$ cat config.mk
export PLATFORM = sky130hd
export DESIGN_NAME = seq_restoring_divider
export DESIGN_NICKNAME = d
export VERILOG_FILES = /design/src/rtl/seq_restoring_divider.sv
export SDC_FILE = /design/constraint.sdc
export NUM_CORES = 1
export LEC_CHECK = 0
export CAP_MARGIN = 20
export CORE_MARGIN = 2
export CORE_UTILIZATION = 60
export DETAILED_ROUTE_END_ITERATION = 8
export DONT_BUFFER_PORTS = 1
export PLACE_DENSITY = 0.76
export SYNTH_ARGS = -nofsm -noshare
export SYNTH_HDL_FRONTEND = slang
export SYNTH_SLANG_ARGS = --single-unit
$ cat constraint.sdc
create_clock -name clk -period 3.5 [get_ports clk]
set_clock_uncertainty 0.1 [all_clocks]
set_input_delay 0.175 -clock clk [delete_from_list [all_inputs] [get_ports clk]]
set_output_delay 0.175 -clock clk [all_outputs]
set_load 0.03 [all_outputs]
$ cat src/rtl/seq_restoring_divider.sv
// Restoring divider, one quotient bit per cycle; optional signed mode via DIV_SIGNED_EN.
// Latency: done WIDTH+1 cycles after accept (1 for divide-by-zero); start is ignored while busy, never queued.
module seq_restoring_divider #(
    parameter int WIDTH = 8
) (
    input  logic             clk,
    input  logic             rst,
    input  logic             start,
    input  logic [WIDTH-1:0] dividend,
    input  logic [WIDTH-1:0] divisor,
`ifdef DIV_SIGNED_EN
    input  logic             signed_op,
`endif
    output logic             busy,
    output logic             done,
    output logic [WIDTH-1:0] quotient,
    output logic [WIDTH-1:0] remainder,
    output logic             div_by_zero
);

    typedef enum logic [1:0] {IDLE, RUN, DONE} state_t;

    localparam int CW = $clog2(WIDTH + 1);

    state_t           state, state_nxt;
    logic [CW-1:0]    cnt;
    logic [WIDTH-1:0] rem;
    logic [WIDTH-1:0] qreg;
    logic [WIDTH-1:0] dvs;
    logic [WIDTH-1:0] mag_dvd, mag_dvs;
    logic [WIDTH-1:0] q_fix, r_fix;
    logic [WIDTH:0]   rem_sh;
    logic             last;

    // The partial remainder never exceeds the divisor, so WIDTH bits of state suffice;
    // the shifted trial value needs the extra bit.
    assign rem_sh = {rem, qreg[WIDTH-1]};
    assign last   = (cnt == CW'(WIDTH));
    assign busy   = (state != IDLE);
    assign done   = (state == DONE);

`ifdef DIV_SIGNED_EN
    logic neg_q, neg_r;

    always_comb begin
        mag_dvd = (signed_op && dividend[WIDTH-1]) ? WIDTH'(0) - dividend : dividend;
        mag_dvs = (signed_op && divisor[WIDTH-1])  ? WIDTH'(0) - divisor  : divisor;
        q_fix   = neg_q ? WIDTH'(0) - qreg : qreg;
        r_fix   = neg_r ? WIDTH'(0) - rem  : rem;
    end

    always_ff @(posedge clk or posedge rst) begin
        if (rst) begin
            neg_q <= 1'b0;
            neg_r <= 1'b0;
        end else if (state == IDLE && start) begin
            neg_q <= signed_op && (dividend[WIDTH-1] ^ divisor[WIDTH-1]);
            neg_r <= signed_op && dividend[WIDTH-1];
        end
    end
`else
    always_comb begin
        mag_dvd = dividend;
        mag_dvs = divisor;
        q_fix   = qreg;
        r_fix   = rem;
    end
`endif

    always_comb begin
        state_nxt = state;
        case (state)
            IDLE:    if (start) state_nxt = (divisor == '0) ? DONE : RUN;
            RUN:     if (last) state_nxt = DONE;
            DONE:    state_nxt = IDLE;
            default: state_nxt = IDLE;
        endcase
    end

    always_ff @(posedge clk or posedge rst) begin
        if (rst) begin
            state       <= IDLE;
            cnt         <= '0;
            rem         <= '0;
            qreg        <= '0;
            dvs         <= '0;
            quotient    <= '0;
            remainder   <= '0;
            div_by_zero <= 1'b0;
        end else begin
            state <= state_nxt;
            case (state)
                IDLE: begin
                    if (start) begin
                        qreg        <= mag_dvd;
                        dvs         <= mag_dvs;
                        rem         <= '0;
                        cnt         <= '0;
                        div_by_zero <= (divisor == '0);
                        if (divisor == '0) begin
                            quotient  <= '1;
                            remainder <= dividend;
                        end
                    end
                end
                RUN: begin
                    if (last) begin
                        quotient  <= q_fix;
                        remainder <= r_fix;
                    end else begin
                        cnt <= cnt + CW'(1);
                        if (rem_sh >= {1'b0, dvs}) begin
                            rem  <= WIDTH'(rem_sh - {1'b0, dvs});
                            qreg <= {qreg[WIDTH-2:0], 1'b1};
                        end else begin
                            rem  <= rem_sh[WIDTH-1:0];
                            qreg <= {qreg[WIDTH-2:0], 1'b0};
                        end
                    end
                end
                default: ;
            endcase
        end
    end

endmodule
==> summary.txt, run 1 <==
CTS
  – Root Buffer: sky130_fd_sc_hd__clkbuf_8
  – Post-CTS sizing: 0
  – TritonCTS Sinks: 47
  – Clock buffer count from CTS: 5
  – CTS clock-pin slew for the worst setup and hold paths: 0.08 ns
  – Number of setup buffers added after CTS: 0
  – Worst skew pair latency: 0.30 ns
  – CTS tree: done
  – Clock Tree Buf Depth: 2
  – H-tree levels: 2

Timing
  – Count of final hold-check violations: 0
  – Setup Total Neg Slack: 0 ns
  – Count of pins over their slew limit: 0
  – Highest clock frequency the design can meet: 0.4035 GHz
  – Unrepaired setup endpoints after global routing: false
  – Time the final worst path needs with I/O delays and setup: 2.478 ns
  – Worst rel slew slack: 51.85%
  – Tcrit/Tclk final: 70.80%
  – Worst slew pin tran: 0.7222 ns
  – Final-report setup violation count: 0

Power
  – Total chip power: 0.003060 W
  – Static power due to leakage: 1.155 nW
  – Maximum VDD drop: 0.5544 mV
  – Pwr dens: 1130 nW/um2

Setup path
  – Critical R2R Capture: r_fix[6]
  – CP endpoint kind: flip-flop
  – Reg2reg start: r_fix[5]
  – Crit-path slowest cell: sky130_fd_sc_hd__a221oi_4
  – Worst Setup Start Kind: flip-flop
  – Worst setup endpoint: r_fix[6]
  – Delay of the slowest critical-path stage: 0.69 ns
  – First element of the critical path: r_fix[5]
  – Cells along the critical path: ha_1 -> a21oi_1 -> o21ai_1 -> a221oi_4 -> nor3b_1 -> mux2i_1 -> nand3_1
  – Data arrival at the endpoint of the critical path: 2.56 ns
  – Maximum fanout encountered on the critical timing path: 17
  – Length in cells of the worst reg-to-reg path: 7
  – FF-to-FF setup slack: 1.02 ns
  – Worst Path Required: 3.58 ns
  – Type of the worst setup path: flip-flop to flip-flop

Cells and area
  – Final-stage net count: 299
  – Layout Cells excl Fill: 319
  – Multi-input combinational cell area: 1114 um2
  – Share of final-layout standard cells stronger than drive strength 1: 10.04%
  – Fillers: 308
  – Antenna cell count: 0
  – Post-synthesis to final-layout area growth: 11.94%
  – Combined flip-flop and latch cell area: 1176 um2

Global routing
  – GRT Util Overall: 25.83%
  – Global-route wire length before repair: 8797 um
  – Antenna violations before repair: 0
  – Remaining global-route overflow: 0
  – Largest net degree at the start of global routing: 48
  – Via count of the first global-routing pass: 1,893

Placed design
  – Final GP Congestion: 0.8071
  – Half-perimeter wire length of the detailed placement result: 3548 um
  – Buffers added on ports: 0
  – Inst Count DP: 294

Drt
  – Number of search-and-repair iterations in the first detailed-routing pass: 4
  – Count of antenna-violating nets left after detailed routing: 0
  – Drt wl/cell: 15.80 um
  – DR vias: 1,861
  – Drt via density: 5.834
  – Uppermost routed layer: met4
  – Overall routed net length: 5040 um
  – First DRT Iteration DRCs: 164
  – Met2 wire length: 2364 um
  – Detailed-route DRC error count: 0
  – Wl on met1: 2359 um
  – Wire length on met3: 266 um

Job
  – Max Cap Viol: 0

Synthesis
  – Synth area leader: sky130_fd_sc_hd__dfrtp_1
  – Number of storage elements in the synthesis netlist: 47
  – Top area cells in the synthesized netlist: sky130_fd_sc_hd__dfrtp_1 (49%), sky130_fd_sc_hd__nand2_1 (6.0%), sky130_fd_sc_hd__ha_1 (5.2%)
  – Distinct cell type count after synthesis: 44
  – Mapped Cells: 251
  – Top cell types by occurrence after synthesis: sky130_fd_sc_hd__dfrtp_1 (47), sky130_fd_sc_hd__nand2_1 (39), sky130_fd_sc_hd__nor2_1 (29)
  – Share of synthesized registers carrying an async set or reset: 100.0%
  – Cell area after technology mapping: 2420 um2
  – Main synth FF type: sky130_fd_sc_hd__dfrtp_1
  – Syn Nets: 281
  – Sequential share of the synthesized area: 48.60%
  – Average size of a mapped cell: 9.641 um2
  – Yosys synthesis warning count: 0
  – Portion of synthesized cell area occupied by the leading cell type: 48.60%
  – Number of flops mapped to enable cells by yosys: 0
  – Library cell with the highest instance count after synthesis: sky130_fd_sc_hd__dfrtp_1

Floorplan
  – Placement row count: 23
  – Effective utilization at floorplan: 61.38%
  – Height of the chip: 67.51 um
  – Die area: 4557 um2
  – I/O pin count: 38
  – Chip Width: 67.51 um
  – Core ar.: 3943 um2

Status
  – Result of the run: finished clean

Hold path
  – Class of the worst hold path: input pin to flip-flop
-- cells by family (layout without fill, tap and decap cells) --
group / count (synthesis) / count (layout) / share of synthesized area [%]
xor gates and xnor gates: 4 / 4 / 1.448
and+or+nand+nor: 97 / 97 / 17.99
DFF: 47 / 47 / 48.60
AOI/OAI and AO/OA: 66 / 66 / 19.75
muxes: 2 / 2 / 0.8273
adders and majority gates: 11 / 11 / 5.998
buffers and inverters: 24 / 42 / 5.377
-- how the worst min path moves through the flow --
stage               startpoint          end  slack, ns  cells after the start
floorplan           divisor[0]       dvs[0]       0.18                      2
global placement    divisor[0]       dvs[0]       0.19                      2
detailed placement  divisor[5]       dvs[5]       0.20                      2
CTS                 divisor[3]  div_by_zero       0.05                      4
global route        divisor[3]  div_by_zero       0.07                      4
finish              divisor[3]  div_by_zero       0.05                      4
-- layout make-up --
type | instances | area share, %
inverters | 13 | 1.801
well taps | 50 | 2.309
multi-input cells | 180 | 41.11
flip-flops and latches | 47 | 43.42
repair buffers | 22 | 8.129
clock buffers | 6 | 3.048
clock inverters | 1 | 0.1848
-- registers in the layout, indices dropped and copies added (netlist names) --
| signal | flops |
|---|---|
| dvs | 8 |
| q_fix | 8 |
| quotient | 8 |
| r_fix | 8 |
| remainder | 8 |
| cnt | 4 |
| state | 2 |
| div_by_zero | 1 |
-- per-stage QoR --
| stage | instance area [um2] | worst slack (ns) | hold WS, ns | util, % |
|---|---|---|---|---|
| after floorplan | 2420 | 1.388 | 0.1804 | - |
| after global placement | 2431 | 1.146 | 0.1882 | 61.66 |
| after detailed placement | 2431 | 1.079 | 0.2026 | 61.66 |
| after CTS | 2689 | 1.056 | 0.04797 | 68.20 |
| after global routing | 2709 | 0.7832 | 0.07157 | 68.71 |
| final | 2709 | 1.022 | 0.04940 | 68.71 |
-- timing repair --
item	in CTS	in global routing
endpoints found under the setup margin	0	0
hold endpoints to repair	64	0
hold buffers	17	0
-- layer usage --
layer,global-route usage (%),vias to the layer above
met5,0,-
met1,34.99,888
li1,-,912
met3,6.000,6
met4,6.633,0
met2,41.79,55
-- placed cells by master, fill, tap and decap left out, types with 9 or more instances in the layout --
master,count
sky130_fd_sc_hd__ha_1,10
sky130_fd_sc_hd__dlygate4sd3_1,17
sky130_fd_sc_hd__inv_1,12
sky130_fd_sc_hd__nand2_1,39
sky130_fd_sc_hd__dfrtp_1,47
sky130_fd_sc_hd__a31oi_1,9
sky130_fd_sc_hd__nor2_1,29
sky130_fd_sc_hd__a21oi_1,9
sky130_fd_sc_hd__o21ai_0,21
-- report_power, final --
group / switching, W / leakage, nW / internal [W] / total, W
sequential: 0.000378 / 0.548 / 0.000803 / 0.00118
combinational: 0.000908 / 0.560 / 0.000641 / 0.00155
clock: 0.000175 / 0.0470 / 0.000155 / 0.000330
-- worst max-delay path: cells and delay by family (launching register included) --
family                     cells  cell delay (ns)
and+or+nand+nor                2             0.22
DFF                            1             0.42
AOI/OAI and AO/OA              3             1.08
adders and majority gates      1             0.37
muxes                          1             0.17
Power figures use the tool's default switching activity.
==> inputs of run 2 (changes only) <==
--- a/config.mk
+++ b/config.mk
@@ -7,10 +7,10 @@
 export LEC_CHECK = 0
 export CAP_MARGIN = 20
 export CORE_MARGIN = 2
-export CORE_UTILIZATION = 60
+export CORE_UTILIZATION = 56
 export DETAILED_ROUTE_END_ITERATION = 8
 export DONT_BUFFER_PORTS = 1
-export PLACE_DENSITY = 0.76
+export PLACE_DENSITY = 0.74
 export SYNTH_ARGS = -nofsm -noshare
 export SYNTH_HDL_FRONTEND = slang
 export SYNTH_SLANG_ARGS = --single-unit
==> constraint.sdc (replaced) <==
create_clock -name clk -period 1.99 [get_ports clk]
set_clock_uncertainty 0.1 [all_clocks]
set_input_delay 0.0995 -clock clk [delete_from_list [all_inputs] [get_ports clk]]
set_output_delay 0.0995 -clock clk [all_outputs]
set_load 0.03 [all_outputs]
==> summary.txt, run 2 (synthesis gave the netlist of run 1 again) <==
Setup path
  – Worst Path Required: 2.08 ns (was 3.58 ns)
  – Reg2reg start: dvs[4] (was r_fix[5])
  – Worst setup endpoint: r_fix[7] (was r_fix[6])
  – Maximum fanout encountered on the critical timing path: 17 (unchanged)
  – Type of the worst setup path: flip-flop to flip-flop (unchanged)
  – Cells along the critical path: inv_1 -> ha_4 -> a21oi_2 -> o21ai_2 -> a221oi_4 -> buf_12 -> nand2b_1 -> a32o_1 (was ha_1 -> a21oi_1 -> o21ai_1 -> a221oi_4 -> nor3b_1 -> mux2i_1 -> nand3_1)
  – FF-to-FF setup slack: -0.02 ns (was 1.02 ns)
  – Critical R2R Capture: r_fix[7] (was r_fix[6])
  – Data arrival at the endpoint of the critical path: 2.10 ns (was 2.56 ns)
  – Worst Setup Start Kind: flip-flop (unchanged)
  – Crit-path slowest cell: sky130_fd_sc_hd__dfrtp_1 (was sky130_fd_sc_hd__a221oi_4)
  – CP endpoint kind: flip-flop (unchanged)
  – Length in cells of the worst reg-to-reg path: 8 (was 7)
  – First element of the critical path: dvs[4] (was r_fix[5])
  – Delay of the slowest critical-path stage: 0.37 ns (was 0.69 ns)

Global routing
  – Remaining global-route overflow: 0 (unchanged)
  – GRT Util Overall: 23.05% (was 25.83%)
  – Met1 Usage GRT: 31.24% (was 34.99%)
  – Met2 usage in global routing: 37.29% (was 41.79%)
  – Largest net degree at the start of global routing: 48 (unchanged)
  – Met3 Resource Use GR: 5.087% (was 6.000%)
  – Antenna violations before repair: 0 (unchanged)
  – Via count of the first global-routing pass: 1,906 (was 1,893)
  – Global-route wire length before repair: 8907 um (was 8797 um)
  – Busiest metal layer after global routing: met2 (unchanged)

Hold path
  – Class of the worst hold path: input pin to flip-flop (unchanged)

Cells and area
  – Post-synthesis to final-layout area growth: 25.59% (was 11.94%)
  – Share of final-layout standard cells stronger than drive strength 1: 22.41% (was 10.04%)
  – Antenna cell count: 0 (unchanged)
  – Fin util: 74.37% (was 68.71%)
  – Final-stage net count: 319 (was 299)
  – Fillers: 292 (was 308)
  – Top library cells by usage in the layout, fill and taps aside: sky130_fd_sc_hd__dfrtp_1 (47), sky130_fd_sc_hd__nand2_1 (38), sky130_fd_sc_hd__nor2_1 (27) (was sky130_fd_sc_hd__dfrtp_1 (47), sky130_fd_sc_hd__nand2_1 (39), sky130_fd_sc_hd__nor2_1 (29))
  – Commonest non-fill, non-tap cell in the layout: sky130_fd_sc_hd__dfrtp_1 (unchanged)
  – Layout Cells excl Fill: 340 (was 319)

Drt
  – Number of search-and-repair iterations in the first detailed-routing pass: 5 (was 4)
  – Detailed-route DRC error count: 0 (unchanged)
  – Drt via density: 5.812 (was 5.834)
  – Count of antenna-violating nets left after detailed routing: 0 (unchanged)
  – Overall routed net length: 5586 um (was 5040 um)
  – First DRT Iteration DRCs: 135 (was 164)
  – Drt wl/cell: 16.43 um (was 15.80 um)
  – DR vias: 1,976 (was 1,861)

Timing
  – Worst rel slew slack: 60.38% (was 51.85%)
  – Worst setup margin: -0.02167 ns (was 1.022 ns)
  – Count of final hold-check violations: 0 (unchanged)
  – Count of pins over their slew limit: 0 (unchanged)
  – Time the final worst path needs with I/O delays and setup: 2.012 ns (was 2.478 ns)
  – Setup Total Neg Slack: -0.02167 ns (was 0 ns)
  – Unrepaired setup endpoints after global routing: true (was false)
  – Tcrit/Tclk final: 101.1% (was 70.80%)
  – Final-report setup violation count: 1 (was 0)
  – Highest clock frequency the design can meet: 0.4971 GHz (was 0.4035 GHz)
  – Worst slew pin tran: 0.5931 ns (was 0.7222 ns)

Job
  – Max Cap Viol: 0 (unchanged)

Floorplan
  – Placement row count: 23 (unchanged)
  – Height of the chip: 69.74 um (was 67.51 um)
  – Die area: 4863 um2 (was 4557 um2)
  – Chip Width: 69.74 um (was 67.51 um)
  – Effective utilization at floorplan: 59.22% (was 61.38%)
  – I/O pin count: 38 (unchanged)
  – Core ar.: 4086 um2 (was 3943 um2)

CTS
  – Worst skew pair latency: 0.30 ns (about the same)
  – CTS tree: done (unchanged)
  – Root Buffer: sky130_fd_sc_hd__clkbuf_8 (unchanged)
  – CTS clock-pin slew for the worst setup and hold paths: 0.09 ns (was 0.08 ns)
  – H-tree levels: 2 (unchanged)
  – Clock Tree Buf Depth: 2 (unchanged)
  – TritonCTS Sinks: 47 (unchanged)
  – Clock buffer count from CTS: 5 (unchanged)

Placed design
  – Final GP Congestion: 0.8776 (was 0.8071)
  – Buffers added on ports: 0 (unchanged)
  – Inst Count DP: 312 (was 294)
  – Half-perimeter wire length of the detailed placement result: 3660 um (was 3548 um)
  – Worst setup timing slack at the placement stage: -0.08343 ns (was 1.079 ns)

Status
  – Result of the run: complete, but fails checks (was finished clean)
  – Violations in the final reports: negative setup slack
run 2: cell count changes in the layout (fill, tap and decap cells not counted), moves of 3 or more:
cell                      previous run  this run
sky130_fd_sc_hd__a21oi_1             9         6
sky130_fd_sc_hd__ha_4                0         5
sky130_fd_sc_hd__ha_1               10         5
sky130_fd_sc_hd__buf_12              1         4
sky130_fd_sc_hd__o21ai_0            21        18
sky130_fd_sc_hd__buf_4               4        20
run 2: area by class of cell:
cell class	instances	area [um2]	area share, %
multi-input cells	180	1245	40.96
flip-flops and latches	47	1176	38.70
repair buffers	42	410.4	13.50
clock buffers	6	82.58	2.717
well taps	50	62.56	2.058
inverters	13	48.80	1.606
clock inverters	2	13.76	0.4529
run 2: metrics by stage:
stage / hold slack, ns / instance area, um2
after floorplan: 0.1049 / 2456
after global placement: -0.06076 / 2653
after detailed placement: -0.06107 / 2653
after CTS: 0.0008635 / 2948
after global routing: 0.03230 / 3039
final: 0.01695 / 3039
run 2: critical path, delay by kind of cell, from the launching register on:
kind	cells	cell delay, ns
AOI/OAI and AO/OA	4	0.83
adders and majority gates	1	0.24
and+or+nand+nor	1	0.06
DFF	1	0.37
buffers and inverters	2	0.30
run 2: how the worst min path moves through the flow:
stage,from,to,slack [ns],depth (start not counted)
detailed placement,rst,quotient[0],-0.06,2
finish,divisor[6],div_by_zero,0.02,4
floorplan,divisor[0],dvs[0],0.10,2
global route,divisor[6],div_by_zero,0.03,4
CTS,divisor[6],div_by_zero,0.0009,4
global placement,rst,quotient[0],-0.06,2
run 2: per-layer routing:
metal	vias up	wire, um
li1	947	-
met1	953	2526
met2	60	2661
met3	16	283
met4	0	115
met5	-	0
run 2: timing repair:
action | 4_1_cts | 5_1_grt
hold buffers | 18 | 0
setup endpoints to repair | 1 | 10
gates resized for setup | 4 | 17
pin swaps | 1 | 2
buffers inserted | 1 | 1
endpoints found under the hold margin | 72 | 0
Power of run 2 is not shown: default switching activity piles up to over one toggle a cycle in this logic, so the estimate is an artifact.
